**src/rtl/event_tx_scheduler_pkg.sv**
```systemverilog
// ----------------------------------------------------------------------------
// event_tx_scheduler_pkg
// Shared definitions for the SFIFO -> TX event scheduler:
//   - fixed event framing constants (header bytes, bytes per readout cell)
//   - 19-bit event length type (max 64 + 32 * 8191 = 262 176 bytes)
//   - scheduler state encoding
//   - helper that turns a readout depth into an event length
// ----------------------------------------------------------------------------
package event_tx_scheduler_pkg;

    // 32 common-FIFO header + 8x2 flag + 8x2 stop-cell bytes
    localparam int HDR_BYTES      = 64;
    // 8 FIFOs x 4 bytes per readout cell
    localparam int BYTES_PER_CELL = 32;

    localparam int LEN_W = 19;
    typedef logic [LEN_W-1:0] len_t;

    typedef enum logic [1:0] {
        ST_IDLE   = 2'd0,
        ST_STREAM = 2'd1,
        ST_DRAIN  = 2'd2
    } state_e;

    // Event length in bytes for a given readout depth.
    function automatic len_t calc_evt_len(input logic [12:0] depth,
                                          input int          hdr,
                                          input int          bpc);
        return len_t'(hdr) + len_t'(bpc) * len_t'(depth);
    endfunction

endpackage

```
**src/rtl/event_tx_scheduler_if.sv**
```systemverilog
// ----------------------------------------------------------------------------
// event_tx_scheduler_if
// Bundles the SFIFO read side and the TCP transmit port seen by the scheduler.
//   master : the scheduler (drives SFIFO_RDEN, TX_DATA, TX_WE)
//   slave  : the FIFO / transmit environment
// Signals:
//   SFIFO_RDEN      read enable into the SFIFO
//   SFIFO_DOUT[7:0] SFIFO read data, valid with SFIFO_VALID
//   SFIFO_EMPTY     SFIFO empty
//   SFIFO_VALID     read data valid, one cycle after SFIFO_RDEN
//   SFIFO_WR_COUNT  SFIFO fill level (14 bits)
//   TX_AFULL        transmit almost-full (>= 3 free slots when asserted)
//   TX_DATA[7:0]    transmit byte
//   TX_WE           transmit write strobe
// ----------------------------------------------------------------------------
interface event_tx_scheduler_if;

    logic        SFIFO_RDEN;
    logic [7:0]  SFIFO_DOUT;
    logic        SFIFO_EMPTY;
    logic        SFIFO_VALID;
    logic [13:0] SFIFO_WR_COUNT;
    logic        TX_AFULL;
    logic [7:0]  TX_DATA;
    logic        TX_WE;

    modport master (
        output SFIFO_RDEN, TX_DATA, TX_WE,
        input  SFIFO_DOUT, SFIFO_EMPTY, SFIFO_VALID, SFIFO_WR_COUNT, TX_AFULL
    );

    modport slave (
        input  SFIFO_RDEN, TX_DATA, TX_WE,
        output SFIFO_DOUT, SFIFO_EMPTY, SFIFO_VALID, SFIFO_WR_COUNT, TX_AFULL
    );

endinterface

```
**src/rtl/event_tx_scheduler_stall_watchdog.sv**
```systemverilog
// ----------------------------------------------------------------------------
// stall_watchdog
// Generic stall counter: counts i_inc cycles, cleared by i_clr (clear wins).
// o_tc pulses on the increment that makes the TIMEOUT_CYC-th consecutive
// stall cycle, so a consumer registering o_tc reacts right after that cycle.
// The counter saturates at TIMEOUT_CYC until cleared.
// Ports:
//   CLK, RST  clock, asynchronous active-high reset
//   i_clr     clear the count
//   i_inc     count one stall cycle
//   o_tc      terminal count reached on this cycle
// ----------------------------------------------------------------------------
module stall_watchdog #(
    parameter int TIMEOUT_CYC = 65535
) (
    input  logic CLK,
    input  logic RST,
    input  logic i_clr,
    input  logic i_inc,
    output logic o_tc
);

    localparam int CNT_W = $clog2(TIMEOUT_CYC + 1);

    logic [CNT_W-1:0] r_cnt;
    logic             w_at_max;

    assign w_at_max = (r_cnt == CNT_W'(TIMEOUT_CYC));
    assign o_tc     = i_inc && !i_clr && (r_cnt == CNT_W'(TIMEOUT_CYC - 1));

    // NOTE: state registers use non-blocking assignments so every flop samples
    // pre-edge values regardless of statement order.
    always_ff @(posedge CLK or posedge RST) begin
        if (RST) begin
            r_cnt <= '0;
        end else if (i_clr) begin
            r_cnt <= '0;
        end else if (i_inc && !w_at_max) begin
            r_cnt <= r_cnt + CNT_W'(1);
        end
    end

endmodule

```
**src/rtl/event_tx_scheduler.sv**
```systemverilog
// ----------------------------------------------------------------------------
// event_tx_scheduler
// Read-side controller for the formatter output FIFO. Waits until enough
// event data is buffered, then moves exactly one event's bytes from the SFIFO
// to the transmit port, honouring TX_AFULL. Counts completed events and flags
// mid-event underrun stalls.
// Ports:
//   CLK, RST        clock, asynchronous active-high reset
//   ENABLE          permit starting new events (an event in flight completes)
//   DRS_READDEPTH   cells per channel, sampled when an event starts
//   bus             SFIFO read side + TX port (master modport)
//   BUSY            high outside IDLE
//   EVENT_COUNT     completed events, wraps
//   ERR_TIMEOUT     sticky stall error
//   ERR_CLR         clears ERR_TIMEOUT (a simultaneous timeout wins)
// ----------------------------------------------------------------------------
module event_tx_scheduler #(
    parameter int HDR_BYTES      = event_tx_scheduler_pkg::HDR_BYTES,
    parameter int BYTES_PER_CELL = event_tx_scheduler_pkg::BYTES_PER_CELL,
    parameter int START_THRESH   = 1024,
    parameter int TIMEOUT_CYC    = 65535
) (
    input  logic                        CLK,
    input  logic                        RST,
    input  logic                        ENABLE,
    input  logic [12:0]                 DRS_READDEPTH,
    event_tx_scheduler_if.master        bus,
    output logic                        BUSY,
    output logic [31:0]                 EVENT_COUNT,
    output logic                        ERR_TIMEOUT,
    input  logic                        ERR_CLR
);

    import event_tx_scheduler_pkg::*;

    localparam logic [1:0] S_IDLE   = ST_IDLE;
    localparam logic [1:0] S_STREAM = ST_STREAM;
    localparam logic [1:0] S_DRAIN  = ST_DRAIN;

    logic [1:0]  r_state;
    len_t        r_len;
    len_t        r_rd_cnt;
    len_t        r_wr_cnt;
    logic        r_abort;
    logic [31:0] r_event_count;
    logic        r_err;
    logic [7:0]  r_tx_data;
    logic        r_tx_we;

    len_t        w_evt_len;
    len_t        w_start_thr;
    len_t        w_wr_cnt_nxt;
    logic        w_start;
    logic        w_more;
    logic        w_rden;
    logic        w_stall_inc;
    logic        w_timeout;
    logic        w_drained;

    // Length and threshold follow the live depth; only the length is latched.
    assign w_evt_len   = calc_evt_len(DRS_READDEPTH, HDR_BYTES, BYTES_PER_CELL);
    assign w_start_thr = (w_evt_len < len_t'(START_THRESH)) ? w_evt_len
                                                            : len_t'(START_THRESH);
    assign w_start     = (r_state == S_IDLE) && ENABLE &&
                         (len_t'(bus.SFIFO_WR_COUNT) >= w_start_thr);

    // Read enable is combinational so TX_AFULL stops reads in the same cycle;
    // only the two reads already in the FIFO/output register can still land.
    assign w_more      = (r_rd_cnt < r_len);
    assign w_rden      = (r_state == S_STREAM) && w_more &&
                         !bus.SFIFO_EMPTY && !bus.TX_AFULL;
    assign w_stall_inc = (r_state == S_STREAM) && w_more && bus.SFIFO_EMPTY;

    // Count the write happening this cycle so the event closes one cycle
    // after its last TX_WE rather than two.
    assign w_wr_cnt_nxt = r_wr_cnt + len_t'(r_tx_we);
    assign w_drained    = (w_wr_cnt_nxt == r_rd_cnt);

    stall_watchdog #(
        .TIMEOUT_CYC (TIMEOUT_CYC)
    ) u_stall_watchdog (
        .CLK   (CLK),
        .RST   (RST),
        .i_clr (w_rden || w_start),
        .i_inc (w_stall_inc),
        .o_tc  (w_timeout)
    );

    always_ff @(posedge CLK or posedge RST) begin
        if (RST) begin
            r_state       <= S_IDLE;
            r_len         <= '0;
            r_rd_cnt      <= '0;
            r_wr_cnt      <= '0;
            r_abort       <= 1'b0;
            r_event_count <= '0;
        end else begin
            if (r_tx_we) begin
                r_wr_cnt <= w_wr_cnt_nxt;
            end

            // NOTE: every case arm assigns state explicitly or holds it by
            // register semantics; the default arm recovers from illegal codes.
            case (r_state)
                S_IDLE: begin
                    if (w_start) begin
                        r_state  <= S_STREAM;
                        r_len    <= w_evt_len;
                        r_rd_cnt <= '0;
                        r_wr_cnt <= '0;
                        r_abort  <= 1'b0;
                    end
                end
                S_STREAM: begin
                    if (w_rden) begin
                        r_rd_cnt <= r_rd_cnt + len_t'(1);
                    end
                    if (w_timeout) begin
                        r_abort <= 1'b1;
                        r_state <= S_DRAIN;
                    end else if (!w_more) begin
                        r_state <= S_DRAIN;
                    end
                end
                S_DRAIN: begin
                    if (w_drained) begin
                        r_state <= S_IDLE;
                        if (!r_abort) begin
                            r_event_count <= r_event_count + 32'd1;
                        end
                    end
                end
                default: r_state <= S_IDLE;
            endcase
        end
    end

    // Sticky error: a timeout in the same cycle as ERR_CLR keeps the flag set.
    always_ff @(posedge CLK or posedge RST) begin
        if (RST) begin
            r_err <= 1'b0;
        end else if (w_timeout) begin
            r_err <= 1'b1;
        end else if (ERR_CLR) begin
            r_err <= 1'b0;
        end
    end

    always_ff @(posedge CLK or posedge RST) begin
        if (RST) begin
            r_tx_data <= '0;
            r_tx_we   <= 1'b0;
        end else begin
            r_tx_data <= bus.SFIFO_DOUT;
            r_tx_we   <= bus.SFIFO_VALID;
        end
    end

    assign bus.SFIFO_RDEN = w_rden;
    assign bus.TX_DATA    = r_tx_data;
    assign bus.TX_WE      = r_tx_we;
    assign BUSY           = (r_state != S_IDLE);
    assign EVENT_COUNT    = r_event_count;
    assign ERR_TIMEOUT    = r_err;

endmodule

```
**src/flat_wrapper.sv**
```systemverilog
// flat-port wrapper written by rule: the top's interface ports become plain ports
module event_tx_scheduler_flat import event_tx_scheduler_pkg::*;
#(
    parameter int HDR_BYTES      = event_tx_scheduler_pkg::HDR_BYTES,
    parameter int BYTES_PER_CELL = event_tx_scheduler_pkg::BYTES_PER_CELL,
    parameter int START_THRESH   = 1024,
    parameter int TIMEOUT_CYC    = 65535
)
  (CLK, RST, ENABLE, DRS_READDEPTH, BUSY, EVENT_COUNT, ERR_TIMEOUT, ERR_CLR, bus_SFIFO_RDEN, bus_TX_DATA, bus_TX_WE, bus_SFIFO_DOUT, bus_SFIFO_EMPTY, bus_SFIFO_VALID, bus_SFIFO_WR_COUNT, bus_TX_AFULL);
  event_tx_scheduler_if bus_i ();
  input  logic CLK;
  input  logic RST;
  input  logic ENABLE;
  input  logic [12:0] DRS_READDEPTH;
  output logic BUSY;
  output logic [31:0] EVENT_COUNT;
  output logic ERR_TIMEOUT;
  input  logic ERR_CLR;
  output wire logic [$bits(bus_i.SFIFO_RDEN)-1:0] bus_SFIFO_RDEN;
  output wire logic [$bits(bus_i.TX_DATA)-1:0] bus_TX_DATA;
  output wire logic [$bits(bus_i.TX_WE)-1:0] bus_TX_WE;
  input wire logic [$bits(bus_i.SFIFO_DOUT)-1:0] bus_SFIFO_DOUT;
  input wire logic [$bits(bus_i.SFIFO_EMPTY)-1:0] bus_SFIFO_EMPTY;
  input wire logic [$bits(bus_i.SFIFO_VALID)-1:0] bus_SFIFO_VALID;
  input wire logic [$bits(bus_i.SFIFO_WR_COUNT)-1:0] bus_SFIFO_WR_COUNT;
  input wire logic [$bits(bus_i.TX_AFULL)-1:0] bus_TX_AFULL;
  assign bus_SFIFO_RDEN = bus_i.SFIFO_RDEN;
  assign bus_TX_DATA = bus_i.TX_DATA;
  assign bus_TX_WE = bus_i.TX_WE;
  assign bus_i.SFIFO_DOUT = bus_SFIFO_DOUT;
  assign bus_i.SFIFO_EMPTY = bus_SFIFO_EMPTY;
  assign bus_i.SFIFO_VALID = bus_SFIFO_VALID;
  assign bus_i.SFIFO_WR_COUNT = bus_SFIFO_WR_COUNT;
  assign bus_i.TX_AFULL = bus_TX_AFULL;
  event_tx_scheduler #(.HDR_BYTES(HDR_BYTES), .BYTES_PER_CELL(BYTES_PER_CELL), .START_THRESH(START_THRESH), .TIMEOUT_CYC(TIMEOUT_CYC)) u_core (.CLK(CLK), .RST(RST), .ENABLE(ENABLE), .DRS_READDEPTH(DRS_READDEPTH), .bus(bus_i), .BUSY(BUSY), .EVENT_COUNT(EVENT_COUNT), .ERR_TIMEOUT(ERR_TIMEOUT), .ERR_CLR(ERR_CLR));
endmodule
```
**config.mk**
```make
export PLATFORM = sky130hd
export DESIGN_NAME = event_tx_scheduler_flat
export DESIGN_NICKNAME = d
export VERILOG_FILES = /design/src/rtl/event_tx_scheduler_pkg.sv /design/src/rtl/event_tx_scheduler_if.sv /design/src/rtl/event_tx_scheduler_stall_watchdog.sv /design/src/rtl/event_tx_scheduler.sv /design/src/flat_wrapper.sv
export SDC_FILE = /design/constraint.sdc
export NUM_CORES = 1
export LEC_CHECK = 0
export BUFFER_PORTS_ARGS = -buffer_cell sky130_fd_sc_hd__buf_2
export CAP_MARGIN = 20
export CORE_MARGIN = 3
export CORE_UTILIZATION = 40
export CTS_CLUSTER_DIAMETER = 60
export DETAILED_ROUTE_END_ITERATION = 6
export PLACE_DENSITY = 0.67
export SLEW_MARGIN = 20
export SYNTH_ARGS = -nofsm -noshare
export SYNTH_HDL_FRONTEND = slang
export SYNTH_SLANG_ARGS = --single-unit
```
**constraint.sdc**
```tcl
create_clock -name CLK -period 5.4 [get_ports CLK]
set_input_delay 1.35 -clock CLK [delete_from_list [all_inputs] [get_ports CLK]]
set_output_delay 1.35 -clock CLK [all_outputs]
set_load 0.005 [all_outputs]
```
# After elaboration in Yosys (flattened, before gate mapping)
# Index checks and enable logic that the tools add are counted.
[word_totals]
ff_bits = 118
in_bits = 42
out_inout_bits = 44
wordCells = 72
[op_classes]
add_sub_neg = 5
n_lt_le_gt_ge = 3
eq_ne = 10
mux = 19
bitwise_logic = 1
n_reduce_logical = 24
[op_table]
columns = ["operator", "count"]
rows = [
  ["$mux W19", 6],
  ["$pmux W19 S2", 1],
  ["$add A32 B1 Y32 const B", 1],
  ["$eq A16 B16 Y1 const B", 2],
  ["$mux W16", 2],
  ["$add A19 B1 Y19", 1],
  ["$add A19 B1 Y19 const B", 1],
  ["$add A7 B18 Y19 const A", 1],
  ["$eq A19 B19 Y1", 1],
  ["$ge A14 B19 Y1", 1],
  ["$lt A19 B11 Y1 const B", 1],
  ["$lt A19 B19 Y1", 1],
  ["$add A16 B1 Y16 const B", 1],
  ["$reduce_and A3 Y1", 4],
  ["$logic_and A1 B1 Y1", 9],
  ["$mux W2", 4],
  ["$reduce_bool A2 Y1", 4],
  ["$ne A2 B1 Y1 const B", 3],
  ["$pmux W2 S3", 1],
  ["$logic_not A1 Y1", 4],
  ["$mux W1", 4],
  ["$ne A3 B3 Y1 const B", 1],
  ["$eq A2 B1 Y1 const B", 1],
  ["$eq A2 B2 Y1 const B", 1],
  ["6 further kinds", 6],
]

# Logic depth before layout (Yosys ltp)
[logic_depth]
word_depth = 11
depth_mapped = 20
depth_no_buf = 18

# Hierarchy
# A second synthesis with hierarchy kept.
[unflattened]
hier_cells = 718
area_unflattened_um2 = 6814.0
[by_module_without_submodules]
columns = ["mod", "n_inst", "cells_per_inst", "area_per_inst_um2", "seq_area_each_um2"]
rows = [
  ["event_tx_scheduler", 1, 618, 5803.1, 2427.3],
  ["stall_watchdog", 1, 100, 1011.0, 400.4],
]

# Worst setup path before layout
# OpenSTA, ideal clock, no wires.
[synth_path]
path_type = "input to register"
from = "input DRS_READDEPTH[1]"
to = "register u_core.r_abort"
t_arrival_ps = 4611
t_required_ps = 5258
path_slack_ps = 647
cell_stages = 19
n_path_buf = 2
path_cell_list = "ha_1 -> nand3_1 -> nor2_1 -> nand2_1 -> nor2_1 -> o21ai_0 -> a31oi_1 -> nor3_1 -> and2_1 -> ha_1 -> nand2_1 -> nor2_1 -> a41oi_1 -> a21oi_1 -> o311ai_0 -> a211oi_1 -> clkbuf_1 -> clkbuf_1 -> o32ai_1"
[synth_between]
elab_chain_cells = 11
[synth_lines]
columns = ["element", "line", "rtl"]
rows = [
  ["start, declared", "flat_wrapper.sv:14", "input logic [12:0] DRS_READDEPTH;"],
  ["$add A7 B18 Y19 (*)", "event_tx_scheduler_pkg.sv:29", "return len_t'(hdr) + len_t'(bpc) * len_t'(depth);"],
  ["$lt A19 B11 Y1", "event_tx_scheduler.sv:62", "assign w_start_thr = (w_evt_len < len_t'(START_THRESH)) ? w_evt_len"],
  ["$mux W19 (*)", "event_tx_scheduler.sv:62", ""],
  ["$ge A14 B19 Y1 (*)", "event_tx_scheduler.sv:65", "(len_t'(bus.SFIFO_WR_COUNT) >= w_start_thr);"],
  ["$logic_and A1 B1 Y1 (*)", "event_tx_scheduler.sv:64", "assign w_start = (r_state == S_IDLE) && ENABLE &&"],
  ["$logic_or A1 B1 Y1", "event_tx_scheduler.sv:84", ".i_clr (w_rden || w_start),"],
  ["$logic_not A1 Y1", "event_tx_scheduler_stall_watchdog.sv:29", "assign o_tc = i_inc && !i_clr && (r_cnt == CNT_W'(TIMEOUT_CYC - 1));"],
  ["$logic_and A1 B1 Y1 (2 in series)", "event_tx_scheduler_stall_watchdog.sv:29", ""],
  ["$ne A2 B2 Y1 (no line)", "--", ""],
  ["$reduce_and A3 Y1 (no line) (*)", "--", ""],
  ["end signal, assigned", "event_tx_scheduler.sv:95", "r_abort <= 1'b0;"],
  ["end signal, assigned", "event_tx_scheduler.sv:111", "r_abort <= 1'b0;"],
  ["end signal, assigned", "event_tx_scheduler.sv:119", "r_abort <= 1'b1;"],
  ["end, declared", "event_tx_scheduler.sv:44", "logic r_abort;"],
]
# Every way passes the cells marked *; elsewhere a longest branch is shown, timed or not.
# A chain may end at the register's enable or synchronous reset.

# Worst setup path in the final report
[layout_path]
from = "input DRS_READDEPTH[3]"
to = "register u_core.u_stall_watchdog.r_cnt[10]"
[layout_between]
elab_chain_cells = 7
[layout_lines]
columns = ["element", "line", "rtl"]
rows = [
  ["$add A7 B18 Y19 (*)", "event_tx_scheduler_pkg.sv:29", ""],
  ["$lt A19 B11 Y1", "event_tx_scheduler.sv:62", ""],
  ["$mux W19 (*)", "event_tx_scheduler.sv:62", ""],
  ["$ge A14 B19 Y1 (*)", "event_tx_scheduler.sv:65", ""],
  ["$logic_and A1 B1 Y1 (*)", "event_tx_scheduler.sv:64", ""],
  ["$logic_or A1 B1 Y1 (*)", "event_tx_scheduler.sv:84", ""],
  ["$mux W16 / $reduce_bool A2 Y1 (equally long branches)", "--", ""],
  ["end signal, assigned", "event_tx_scheduler_stall_watchdog.sv:39", "r_cnt <= r_cnt + CNT_W'(1);"],
  ["end, declared", "event_tx_scheduler_stall_watchdog.sv:25", "logic [CNT_W-1:0] r_cnt;"],
]
# Marked as above.

==> out/summary.txt <==
outcome: completed
Crit Path Category: in2reg
hold_ws: 0.469 ns
Peak VDD IR: 0.215 mV
Post-synth EDFFs: 0
most used flip-flop cell after synthesis: dfrtp_1
drt initial violations: 286
Worst setup EP type: register
clock latency on the worst-skew pair: 0.42 ns
Tmin final: 4.87 ns
Setup Buffers After CTS: 0
sequential fraction of the synthesis area: 44.4%
hold_buf cts: 0
CTS tree: yes
Synth async-reset ratio: 100%
first-pass GRT wire length: 23.3 mm
routed vias/inst: 5.03
Finished Core Util: 50.1%
critical path data arrival time: 5.18 ns
Post-Syn Instances: 669
Final Hold Vio Count: 0
Worst EP required: 5.70 ns
largest area contributor in the netlist: dfrtp_1
PortBufs: 85
antenna violations before repair: 0
crit path launch: DRS_READDEPTH[3]
Sum Neg Setup Slack: 0 ns
RR Startpoint: u_core.bus.TX_WE
Root Buffer: clkbuf_16
Routed WL: 13.6 mm
clk buf depth: 2
R2R cell count: 10
yosys warns: 0
power consumption: 2.74 mW
Reg clk slew, reported paths: 0.05 ns
Tightest Hold Check Type: reg2reg
cts bufs inserted: 17
Routability Congestion: 0.786
drt first pass iters: 4
Critical Path Sink: u_core.u_stall_watchdog.r_cnt[10]
dpl hpwl: 9.60 mm
Power Dens Cells: 356 nW/µm²
Seq. cell area: 2830 µm²
Slew HR: 36.0%
diodes inserted: 0
# fillers: 1,460
Die X: 132 µm
unrepaired setup endpoints after global routing: no
H-tree Lvls: 4
max-cap violation count: 0
Leakage Power: 3.57 nW
Resized Gates After CTS: 0
die area: 17,500 µm²
actual slew at the worst max-slew pin: 0.955 ns
Global Route Usage Sum: 16.2%
Synth area leaders: dfrtp_1, xnor2_1, ha_1, nor2_1, xor2_1
# DRC: 0
I/O pin count: 86
die height: 132 µm
Final #Nets: 832
Worst Setup Start Kind: input pin
post-route clock period utilization: 90.2%
pre-CTS WS: 0.0588 ns
Yosys reg bits: 113
top post-synthesis cells by count: dfrtp_1, xnor2_1, nor2_1
CP Max Fanout: 67
Clock Sinks: 113
Slew Limit Fails: 0
Core Area: 15,400 µm²
setup slack, reg-to-reg: 1.54 ns
syn avg cell area: 9.51 µm²
per-cell routed wire length: 13.8 µm
synthesized cell area: 6360 µm²
GR Overflow Total: 0
largest net degree at the start of global routing: 68
endpoints failing setup: 0
routed via count: 4,947
share of cells above drive strength 1: 17.5%
Rows: 45
Cell variety after synth: 49
post-synth top area share: 44.4%
hold depth: 1
most frequent cell after synthesis: dfrtp_1
Starting Density: 41.4%
Fmax: 205 MHz
Synth-to-Final Area Change: 21.0%
multi-input logic area: 3370 µm²
capture point of the worst reg-to-reg path: u_core.EVENT_COUNT[12]
Setup Skew: 0.0121 ns
vias in the first global route: 4,844
Final WS setup: 0.527 ns
remaining antenna violation count: 0
-- worst min-delay path by stage --
stage / from / to / slack, ns
final: u_core.EVENT_COUNT[31] / u_core.EVENT_COUNT[31] / 0.47
after global routing: u_core.EVENT_COUNT[31] / u_core.EVENT_COUNT[31] / 0.49
after floorplan: u_core.EVENT_COUNT[31] / u_core.EVENT_COUNT[31] / 0.47
after detailed placement: u_core.EVENT_COUNT[31] / u_core.EVENT_COUNT[31] / 0.46
after CTS: u_core.EVENT_COUNT[31] / u_core.EVENT_COUNT[31] / 0.47
after global placement: u_core.EVENT_COUNT[31] / u_core.EVENT_COUNT[31] / 0.46
-- cells in the final DEF (no fill, tap or decap), drive strengths merged, types with 22 or more instances in the layout --
| cell type | count |
|---|---|
| buf | 94 |
| nand4 | 25 |
| nor2 | 79 |
| inv | 22 |
| clkbuf | 22 |
| ha | 29 |
| xnor2 | 87 |
| nand3 | 54 |
| and3 | 26 |
| xor2 | 32 |
| nand2 | 50 |
| nor3 | 23 |
| dfrtp | 113 |
-- worst max-delay path: stages --
cell	delay, ns
buf_2	0.13
and4_1	0.26
nand4_1	0.23
nor2_1	0.34
a21oi_1	0.12
nor3_1	0.60
nand2b_1	0.12
ha_1	0.32
nor2b_1	0.14
o21a_1	0.11
o21ai_0	0.07
a21oi_1	0.12
o311ai_0	0.14
buf_4	0.16
a211oi_4	0.24
buf_12	0.31
nor2_1	0.10
a311o_1	0.31
-- through the flow --
step	area, µm²	std cells
finish	7700	984
floorplan	6370	671
global placement	7040	952
CTS	7700	984
detailed placement	7070	953
global route	7700	984
-- layer usage --
layer | up-vias | part of all wire, % | routed length [µm] | track usage [%]
met5 | - | 0 | 0 | 0
met4 | 0 | 1.4 | 196 | 6.07
met3 | 18 | 4.0 | 543 | 3.59
met2 | 93 | 48 | 6520 | 26.6
met1 | 2340 | 46 | 6300 | 21.0
li1 | 2496 | - | - | -
-- cell families after synthesis --
group	synth area share (%)
flip-flops	44.4
other	0.0589
XOR/XNOR	16.4
adder cells (fa/ha/maj)	5.70
buffers and inverters	2.93
multiplexers	0.983
AO/OA/AOI/OAI	5.76
AND/OR/NAND/NOR	23.8
-- report_power, final --
group          switching, mW  total (mW)  internal [mW]  leakage, nW
registers             0.0860        1.04          0.951         1.52
clock network          0.386        1.19          0.805        0.306
logic                  0.302       0.514          0.213         1.74
total                  0.774        2.74           1.97         3.57
-- flip-flops by register name, indices dropped and copies added, names as in the netlist --
signal                         cells
u_core.ERR_TIMEOUT                 1
u_core.EVENT_COUNT                32
u_core.bus.TX_DATA                 8
u_core.bus.TX_WE                   1
u_core.r_abort                     1
u_core.r_len                      14
u_core.r_rd_cnt                   19
u_core.r_state                     2
u_core.r_wr_cnt                   19
u_core.u_stall_watchdog.r_cnt     16
-- layout make-up --
type	instances	area share, %
Clock inverter	9	2.01
Multi-Input combinational cell	513	43.8
Clock buffer	22	6.16
Sequential cell	113	36.7
Timing Repair Buffer	94	6.82
Tap cell	211	3.43
Inverter	22	1.10
(Power assumes the default switching activity.)
